`src/rtl/porta_pad_coleco_pkg.sv`:
```
// -----------------------------------------------------------------------------
// porta_pad_coleco_pkg
// Shared constants for the Coleco controller front-end:
//   - bit positions inside one 18-bit pad chain (raw 0 = pressed)
//   - keypad nibble table indexed by key number (0..9, '*', '#')
//   - scan FSM state encoding
// -----------------------------------------------------------------------------
package porta_pad_coleco_pkg;

  localparam int PAD_BITS  = 18;
  localparam int NUM_PADS  = 2;

  localparam int BIT_UP    = 0;
  localparam int BIT_DOWN  = 1;
  localparam int BIT_LEFT  = 2;
  localparam int BIT_RIGHT = 3;
  localparam int BIT_LFIRE = 4;
  localparam int BIT_RFIRE = 5;
  localparam int BIT_KEY0  = 6;
  localparam int BIT_STAR  = 16;
  localparam int BIT_HASH  = 17;

  localparam int NUM_KEYS  = BIT_HASH - BIT_KEY0 + 1;

  // Nibble the Coleco keypad matrix presents for each key, entry k = key k
  // for k=0..9, then '*', then '#'.
  localparam logic [3:0] KEY_NIBBLE [NUM_KEYS] = '{
    4'hA, 4'hD, 4'h7, 4'hC, 4'h2, 4'h3, 4'hE, 4'h5, 4'h1, 4'hB,
    4'h9, 4'h6
  };

  // Gray-coded so every transition of the scan sequence
  // (LOAD->LOW->HIGH->LOW...->HIGH->COMMIT->LOAD) flips a single bit; the
  // chain control lines are decoded straight from these bits.
  typedef enum logic [1:0] {
    ST_LOAD   = 2'b00,
    ST_LOW    = 2'b01,
    ST_HIGH   = 2'b11,
    ST_COMMIT = 2'b10
  } scan_state_e;

endpackage

```
`src/rtl/porta_pad_debounce.sv`:
```
// -----------------------------------------------------------------------------
// porta_pad_debounce
// N-bit vector debouncer. Each bit owns a small counter that advances on
// every enable strobe while the raw bit disagrees with the debounced bit;
// after DEBOUNCE_SCANS consecutive disagreeing strobes the debounced bit
// takes the raw value. Any agreeing strobe clears the counter.
// Ports:
//   clk      system clock
//   rstn     asynchronous active-low reset (debounced bits -> 1, released)
//   en_i     one-cycle update strobe (end of a scan)
//   raw_i    raw sampled vector
//   deb_o    debounced vector
// -----------------------------------------------------------------------------
module porta_pad_debounce #(
  parameter int WIDTH          = 36,
  parameter int DEBOUNCE_SCANS = 3
) (
  input  logic             clk,
  input  logic             rstn,
  input  logic             en_i,
  input  logic [WIDTH-1:0] raw_i,
  output logic [WIDTH-1:0] deb_o
);

  localparam int CW = $clog2(DEBOUNCE_SCANS + 1);

  genvar gi;
  generate
    for (gi = 0; gi < WIDTH; gi++) begin : g_bit
      logic [CW-1:0] cnt_q, cnt_d;
      logic          deb_q, deb_d;

      always_comb begin
        cnt_d = cnt_q;
        deb_d = deb_q;
        if (en_i) begin
          if (raw_i[gi] == deb_q) begin
            cnt_d = '0;
          end else if (cnt_q == CW'(DEBOUNCE_SCANS - 1)) begin
            // this strobe is the DEBOUNCE_SCANS-th disagreement
            deb_d = raw_i[gi];
            cnt_d = '0;
          end else begin
            cnt_d = cnt_q + 1'b1;
          end
        end
      end

      always_ff @(posedge clk or negedge rstn) begin
        if (!rstn) begin
          cnt_q <= '0;
          deb_q <= 1'b1;
        end else begin
          cnt_q <= cnt_d;
          deb_q <= deb_d;
        end
      end

      assign deb_o[gi] = deb_q;
    end
  endgenerate

endmodule

```
`src/rtl/porta_pad_coleco.sv`:
```
// -----------------------------------------------------------------------------
// porta_pad_coleco
// Scans two 74HC165-style button chains, debounces all 36 buttons and
// re-encodes them into active-low Coleco controller lines, selected by the
// joystick/keypad strobes driven back by the glue logic.
// Ports:
//   clk, rstn            clock, asynchronous active-low reset
//   SR_LOADn, SR_CLK     chain parallel-load (active low) and shift clock
//   SR_DATA1, SR_DATA2   serial data from player 1 / player 2 chain
//   C4_ARM, C7_FIRE      keypad / joystick select, active low
//   C1P*, C2P*           player 1 / player 2 Coleco lines, active low
// -----------------------------------------------------------------------------
module porta_pad_coleco
  import porta_pad_coleco_pkg::*;
#(
  parameter int CLK_DIV        = 16,
  parameter int DEBOUNCE_SCANS = 3
) (
  input  logic clk,
  input  logic rstn,
  output logic SR_LOADn,
  output logic SR_CLK,
  input  logic SR_DATA1,
  input  logic SR_DATA2,
  input  logic C4_ARM,
  input  logic C7_FIRE,
  output logic C1P0, C1P1, C1P2, C1P3, C1P5, C1P6,
  output logic C2P0, C2P1, C2P2, C2P3, C2P5, C2P6
);

  localparam int DW = $clog2(CLK_DIV);
  localparam int IW = $clog2(PAD_BITS);

  logic [DW-1:0]       div_q, div_d;
  logic [IW-1:0]       idx_q, idx_d;
  scan_state_e         state_q, state_d;
  logic                run_q, run_d;
  logic [PAD_BITS-1:0] raw1_q, raw1_d, raw2_q, raw2_d;
  logic                tick;
  logic                commit;

  assign tick = (div_q == DW'(CLK_DIV - 1));

  // run_q holds the chain idle for the first tick after reset, so the scan
  // starts cleanly at LOAD on that tick with SR_LOADn high during reset.
  always_comb begin
    div_d   = tick ? '0 : div_q + 1'b1;
    idx_d   = idx_q;
    state_d = state_q;
    run_d   = run_q;
    raw1_d  = raw1_q;
    raw2_d  = raw2_q;
    if (tick) begin
      if (!run_q) begin
        run_d = 1'b1;
      end else begin
        unique case (state_q)
          ST_LOAD: state_d = ST_LOW;
          ST_LOW: begin
            // last clk of the LOW tick: chain output is stable here
            raw1_d[idx_q] = SR_DATA1;
            raw2_d[idx_q] = SR_DATA2;
            state_d       = ST_HIGH;
          end
          ST_HIGH: begin
            if (idx_q == IW'(PAD_BITS - 1)) begin
              idx_d   = '0;
              state_d = ST_COMMIT;
            end else begin
              idx_d   = idx_q + 1'b1;
              state_d = ST_LOW;
            end
          end
          ST_COMMIT: state_d = ST_LOAD;
          default:   state_d = ST_LOAD;
        endcase
      end
    end
  end

  always_ff @(posedge clk or negedge rstn) begin
    if (!rstn) begin
      div_q   <= '0;
      idx_q   <= '0;
      state_q <= ST_LOAD;
      run_q   <= 1'b0;
      raw1_q  <= '1;
      raw2_q  <= '1;
    end else begin
      div_q   <= div_d;
      idx_q   <= idx_d;
      state_q <= state_d;
      run_q   <= run_d;
      raw1_q  <= raw1_d;
      raw2_q  <= raw2_d;
    end
  end

  assign SR_LOADn = !(run_q && (state_q == ST_LOAD));
  assign SR_CLK   = run_q && (state_q == ST_HIGH);
  assign commit   = tick && run_q && (state_q == ST_COMMIT);

  logic [NUM_PADS*PAD_BITS-1:0] deb;

  porta_pad_debounce #(
    .WIDTH          (NUM_PADS * PAD_BITS),
    .DEBOUNCE_SCANS (DEBOUNCE_SCANS)
  ) u_debounce (
    .clk   (clk),
    .rstn  (rstn),
    .en_i  (commit),
    .raw_i ({raw2_q, raw1_q}),
    .deb_o (deb)
  );

  // Mode decode is purely combinational: the CPU reads right after writing
  // the select, so no register may sit in this path. Joystick wins if both
  // selects are low.
  logic joy_mode, key_mode;
  assign joy_mode = !C7_FIRE;
  assign key_mode = C7_FIRE && !C4_ARM;

  // per pad: {P6, P5, P3, P2, P1, P0}
  logic [5:0] pad_out [NUM_PADS];

  genvar gi;
  generate
    for (gi = 0; gi < NUM_PADS; gi++) begin : g_pad
      logic [PAD_BITS-1:0] pad;
      logic [3:0]          nib;

      assign pad = deb[gi*PAD_BITS +: PAD_BITS];

      // scan from the top down so the lowest-index pressed key wins
      always_comb begin
        nib = 4'hF;
        for (int k = NUM_KEYS - 1; k >= 0; k--) begin
          if (!pad[BIT_KEY0 + k]) nib = KEY_NIBBLE[k];
        end
      end

      always_comb begin
        pad_out[gi] = 6'h3F;
        if (joy_mode) begin
          pad_out[gi] = {1'b1, pad[BIT_LFIRE], pad[BIT_RIGHT],
                         pad[BIT_LEFT], pad[BIT_DOWN], pad[BIT_UP]};
        end else if (key_mode) begin
          pad_out[gi] = {1'b1, pad[BIT_RFIRE], nib[1], nib[3], nib[2], nib[0]};
        end
      end
    end
  endgenerate

  assign {C1P6, C1P5, C1P3, C1P2, C1P1, C1P0} = pad_out[0];
  assign {C2P6, C2P5, C2P3, C2P2, C2P1, C2P0} = pad_out[1];

endmodule

```
`config.mk`:
```
export PLATFORM = sky130hd
export DESIGN_NAME = porta_pad_coleco
export DESIGN_NICKNAME = d
export VERILOG_FILES = /design/src/rtl/porta_pad_coleco_pkg.sv /design/src/rtl/porta_pad_debounce.sv /design/src/rtl/porta_pad_coleco.sv
export SDC_FILE = /design/constraint.sdc
export NUM_CORES = 1
export LEC_CHECK = 0
export ABC_CLOCK_PERIOD_IN_PS = 4900
export CAP_MARGIN = 10
export CORE_MARGIN = 2
export CORE_UTILIZATION = 45
export DETAILED_ROUTE_END_ITERATION = 6
export GPL_ROUTABILITY_DRIVEN = 0
export PLACE_DENSITY_LB_ADDON = 0.3
export RECOVER_POWER = 50
export SETUP_SLACK_MARGIN = 0.4
export SYNTH_ARGS = -nofsm -noshare
export SYNTH_HDL_FRONTEND = slang
export SYNTH_SLANG_ARGS = --single-unit
```
`constraint.sdc`:
```
create_clock -name clk -period 4.9 [get_ports clk]
set_input_delay 1.225 -clock clk [delete_from_list [all_inputs] [get_ports clk]]
set_output_delay 1.225 -clock clk [all_outputs]
set_load 0.005 [all_outputs]
```
==> impl_summary.md <==
GRT
For this run the aggregate overflow at the end of global routing stands at 0. The via count of the first global-routing pass is 4,876. Entering global routing, the biggest net connects 108 pins. The overall global routing resource usage is 17.4%. The initial antenna violation count is 0. The first global-routing pass estimated 24,200 µm of wire.

Route
The number of iterations in the first detailed-routing pass is 4. The via-per-instance ratio is 5.53. The routed design has 14,200 µm of wire. In this run the remaining antenna-violating nets after routing total 0. The via count of the routed design is 4,713. The first routing iteration left 355 violations. In the routed design, unresolved DRC markers number 0. Dividing the detail-routed wire length by the instance count gives 16.7 µm.

Die
The total area inside the core boundary comes to 0.0160 mm². The overall die area is 0.0175 mm². In this run the horizontal extent of the chip is 132 µm. The number of rows created at floorplan is 46. The overall die height is 132 µm. The initial cell density of the core is 46.2%.

20 I/O pins were placed.

Cells and area
Once layout is complete, the cells apart from fillers number 852. The number of nets at the end of the flow is 634. The area used by sequential logic in the layout is 0.00399 mm².

The share of layout cells above drive strength 1 is 34.6%. The number of filler instances in the final layout is 1,404. The number of antenna diodes in the final layout is 0. The layout overhead on the synthesized area is 12.1%.

The multi-input combinational cells in the finished layout cover a total of 0.00319 mm².

Timing
The count of final max-slew check failures is 108. Static timing analysis puts the maximum clock frequency at 229 MHz. Setup repair after global routing left no endpoint under its margin. The part of the cycle the worst path needs is 89.0%.

For the pin with the worst max-slew slack, the measured transition is 2.60 ns. In the final timing run, aggregate negative setup slack is 0 ns. The number of hold-slack violations in the final timing report is 0. For the final database, setup skew stands at 0.0140 ns. The smallest clock period supported by the final layout is computed as 4.36 ns. Setup violations remaining at the end of the flow were counted as 0. The max-slew headroom at the worst pin is -73.5%.

Power
The worst-case vdd ir drop is 239 µV. The switching share of power is 21.2%. The clock network accounts for 48.2% of the total power.

The design draws 2.64 mW. The net switching power of the design is 0.559 mW. Internal power comes to 2.09 mW.

In this run the static leakage power is 3.34 nW. The sequential share of power is 49.3%. For this design the ratio of total power to cell area is 319 mW/mm². The logic gate share of total power is 2.5%.

Synth
After technology mapping, the gate count stands at 612. The combined area of all synthesized cells is 0.00740 mm². For this run, the leading register cell type out of synthesis is sky130_fd_sc_hd__dfrtp_1. Multiplexer cells account for 15.5% of the synthesized area. Synthesis inferred 156 register bits. The fraction of synthesized cell area in xor and xnor cells is 4.62%. The portion of the post-synthesis area used by sequential elements is 54.0%.

By area, the combinational part of the netlist is dominated by multiplexers. The number of different library cells used by synthesis comes to 46. The share of flip-flops with an asynchronous set or reset after synthesis is 100%. The share of synthesized cell area in full adder, half adder and majority cells is 0.846%. The synthesized netlist devotes 7.75% of its cell area to compound gates. The average instance area after synthesis is 12.1 µm².

Counting flops with a built-in enable in the synthesized netlist gives 0. During synthesis, Yosys emitted a total of 0 warnings. The synthesized-area fraction occupied by and/or/nand/nor cells is 14.3%.

Setup path
The cell repeated most along the worst path is sky130_fd_sc_hd__clkdlybuf4s50_1. For this design, the slowest cell found on the critical path is sky130_fd_sc_hd__clkdlybuf4s50_1. On the critical path the largest part of the delay comes from buffers and inverters. Traced cell by cell, the critical path runs through clkdlybuf4s50_1 -> nor2b_1 -> a41oi_1 -> clkdlybuf4s50_1. The critical path data required time is 3.67 ns. The largest fanout on the critical path is 11. The worst setup path is of the input port to primary output kind. The number of buffers and inverters on the critical path is 2. The element type at the critical path start is an input port.

The data arrival time of the worst path is 3.14 ns. The kind of capture point of the worst setup path is a primary output. For this run, the slowest stage of the critical path takes 0.71 ns.

Placed design
The port buffer count is 17. The total half-perimeter wirelength after legalization and detailed placement is 9540 µm. Once placement completed, the tool counted placed cells totaling 820.

CTS
CTS built an H-tree with a depth of 4. The quantity of gates resized following cts is 0. Clock tree synthesis inserted a total of 17 buffers.

In this run, post-CTS hold repair placed 0 buffers. The CTS sink count is 156. After clock tree synthesis, the clock-pin slew on the worst setup and hold paths is 0.06 ns.

The later pin in the worst-skew pair is clocked with a latency of 0.43 ns. TritonCTS built the clock tree. Buffers added to address setup during post-CTS repair amount to 0. The CTS root buffer is sky130_fd_sc_hd__clkbuf_16. The worst-case clock buffer depth is 2.

Flow run
The total of max-cap violations is 1.

Run status
The run finished, with violations left. The checks that failed: capacitance limit, slew limit.

Min path
The min-delay analysis places its worst path in the category flip-flop to flip-flop.
## cells in the mapped netlist, drive strengths merged (15+ instances only)
library cell	count	area share, %
nor2	32	1.6
mux2	100	15
xnor2	30	3.6
dfrtp	84	28
a22o	30	3.6
clkbuf	15	0.78
nor3b	33	3.8
buf	17	1.7
nand2	39	2.0
o21ai	24	1.6
nor3	29	2.0
dfstp	72	26
nand3	16	1.1
## worst register-to-register path, stage by stage, from the launching register on
cell and delay, ns:
sky130_fd_sc_hd__dfrtp_1 0.39, sky130_fd_sc_hd__ha_1 0.30, sky130_fd_sc_hd__and4_1 0.46, sky130_fd_sc_hd__nand3b_4 0.62
sky130_fd_sc_hd__buf_12 0.45, sky130_fd_sc_hd__nor3b_1 0.33, sky130_fd_sc_hd__mux2_2 0.36
## registers in the layout, summed over array words and instances, names as in the netlist
name and count:
u_debounce.g_bit.cnt_q 72, idx_q 5, u_debounce.g_bit.deb_q 36, raw2_q 18
raw1_q 18, state_q 2, div_q 4, run_q 1
## layer usage
layer  part of all wire, %  global-route usage [%]
met3                   2.8                    4.50
met4                   1.6                    7.23
met2                    51                    29.3
met1                    44                    21.4
met5                     0                       0
## worst paths after layout
path | end | slack (ns) | from | depth (start not counted)
max | C1P3 | 0.54 | C7_FIRE | 4
min | div_q[0] | 0.49 | div_q[0] | 1
max reg2reg | u_debounce.g_bit[23].deb_q | 1.91 | div_q[0] | 6
min reg2reg | div_q[0] | 0.49 | div_q[0] | 1
max in group asynchronous | u_debounce.g_bit[28].cnt_q[1] | 0.95 | rstn | 2
min in group asynchronous | u_debounce.g_bit[21].cnt_q[1] | 1.62 | rstn | 1
## placed cells by master (no fill, tap or decap), types with 3 or more instances in the layout
cell type	count
sky130_fd_sc_hd__clkdlybuf4s50_1	16
sky130_fd_sc_hd__nand3_1	16
sky130_fd_sc_hd__nand3b_1	7
sky130_fd_sc_hd__o21ai_0	24
sky130_fd_sc_hd__buf_4	3
sky130_fd_sc_hd__nand4b_1	5
sky130_fd_sc_hd__clkbuf_16	17
sky130_fd_sc_hd__clkinvlp_4	5
sky130_fd_sc_hd__a22o_1	30
sky130_fd_sc_hd__inv_1	11
sky130_fd_sc_hd__dfrtp_1	84
sky130_fd_sc_hd__ha_1	5
sky130_fd_sc_hd__a41oi_1	5
sky130_fd_sc_hd__clkbuf_8	5
sky130_fd_sc_hd__nor2_1	32
sky130_fd_sc_hd__mux2_2	100
sky130_fd_sc_hd__nor3b_2	6
sky130_fd_sc_hd__a21oi_1	8
sky130_fd_sc_hd__and3_1	4
sky130_fd_sc_hd__nand4_1	9
sky130_fd_sc_hd__nand2_1	39
sky130_fd_sc_hd__xor2_1	9
sky130_fd_sc_hd__nor3b_1	27
sky130_fd_sc_hd__dfstp_2	72
sky130_fd_sc_hd__nor3_1	29
sky130_fd_sc_hd__xnor2_1	30
## final cells by class
| type | instances | share of cell area (%) |
|---|---|---|
| clock buffers | 23 | 6.00 |
| clock inverters | 9 | 1.04 |
| inverters | 11 | 0.498 |
| multi-input cells | 414 | 38.4 |
| flip-flops and latches | 156 | 48.2 |
| well taps | 216 | 3.26 |
| repair buffers | 23 | 2.61 |
## power groups by stage
| stage | Sequential, mW | Combinational [mW] | Clock [mW] |
|---|---|---|---|
| after global routing | 1.30 | 0.0753 | 1.36 |
| after floorplan | 1.32 | 0.0206 | 0 |
| final | 1.30 | 0.0664 | 1.28 |
| after CTS | 1.30 | 0.0713 | 1.30 |
| after detailed placement | 1.32 | 0.0710 | 0 |
| after global placement | 1.32 | 0.0692 | 0 |
## through the flow
| stage | worst slack (ns) | utilization (%) | hold slack (ns) | instance area [µm²] |
|---|---|---|---|---|
| after global placement | 0.550 | 48.3 | 0.465 | 7730 |
| after global routing | 0.243 | 51.8 | 0.519 | 8290 |
| after detailed placement | 0.540 | 48.3 | 0.477 | 7730 |
| after floorplan | 1.85 | - | 0.449 | 7400 |
| final | 0.539 | 51.8 | 0.488 | 8290 |
| after CTS | 0.534 | 52.0 | 0.484 | 8320 |
## logic make-up (layout without fill, tap and decap cells)
group / Yosys count / count (layout)
buffers and inverters: 43 / 66
XOR/XNOR: 39 / 39
multiplexers: 102 / 102
AND/OR/NAND/NOR: 186 / 186
flip-flops: 156 / 156
other: 1 / 2
adder cells (fa/ha/maj): 5 / 5
AO/OA/AOI/OAI: 80 / 80
No activity file was read; power rests on OpenSTA's default activity.
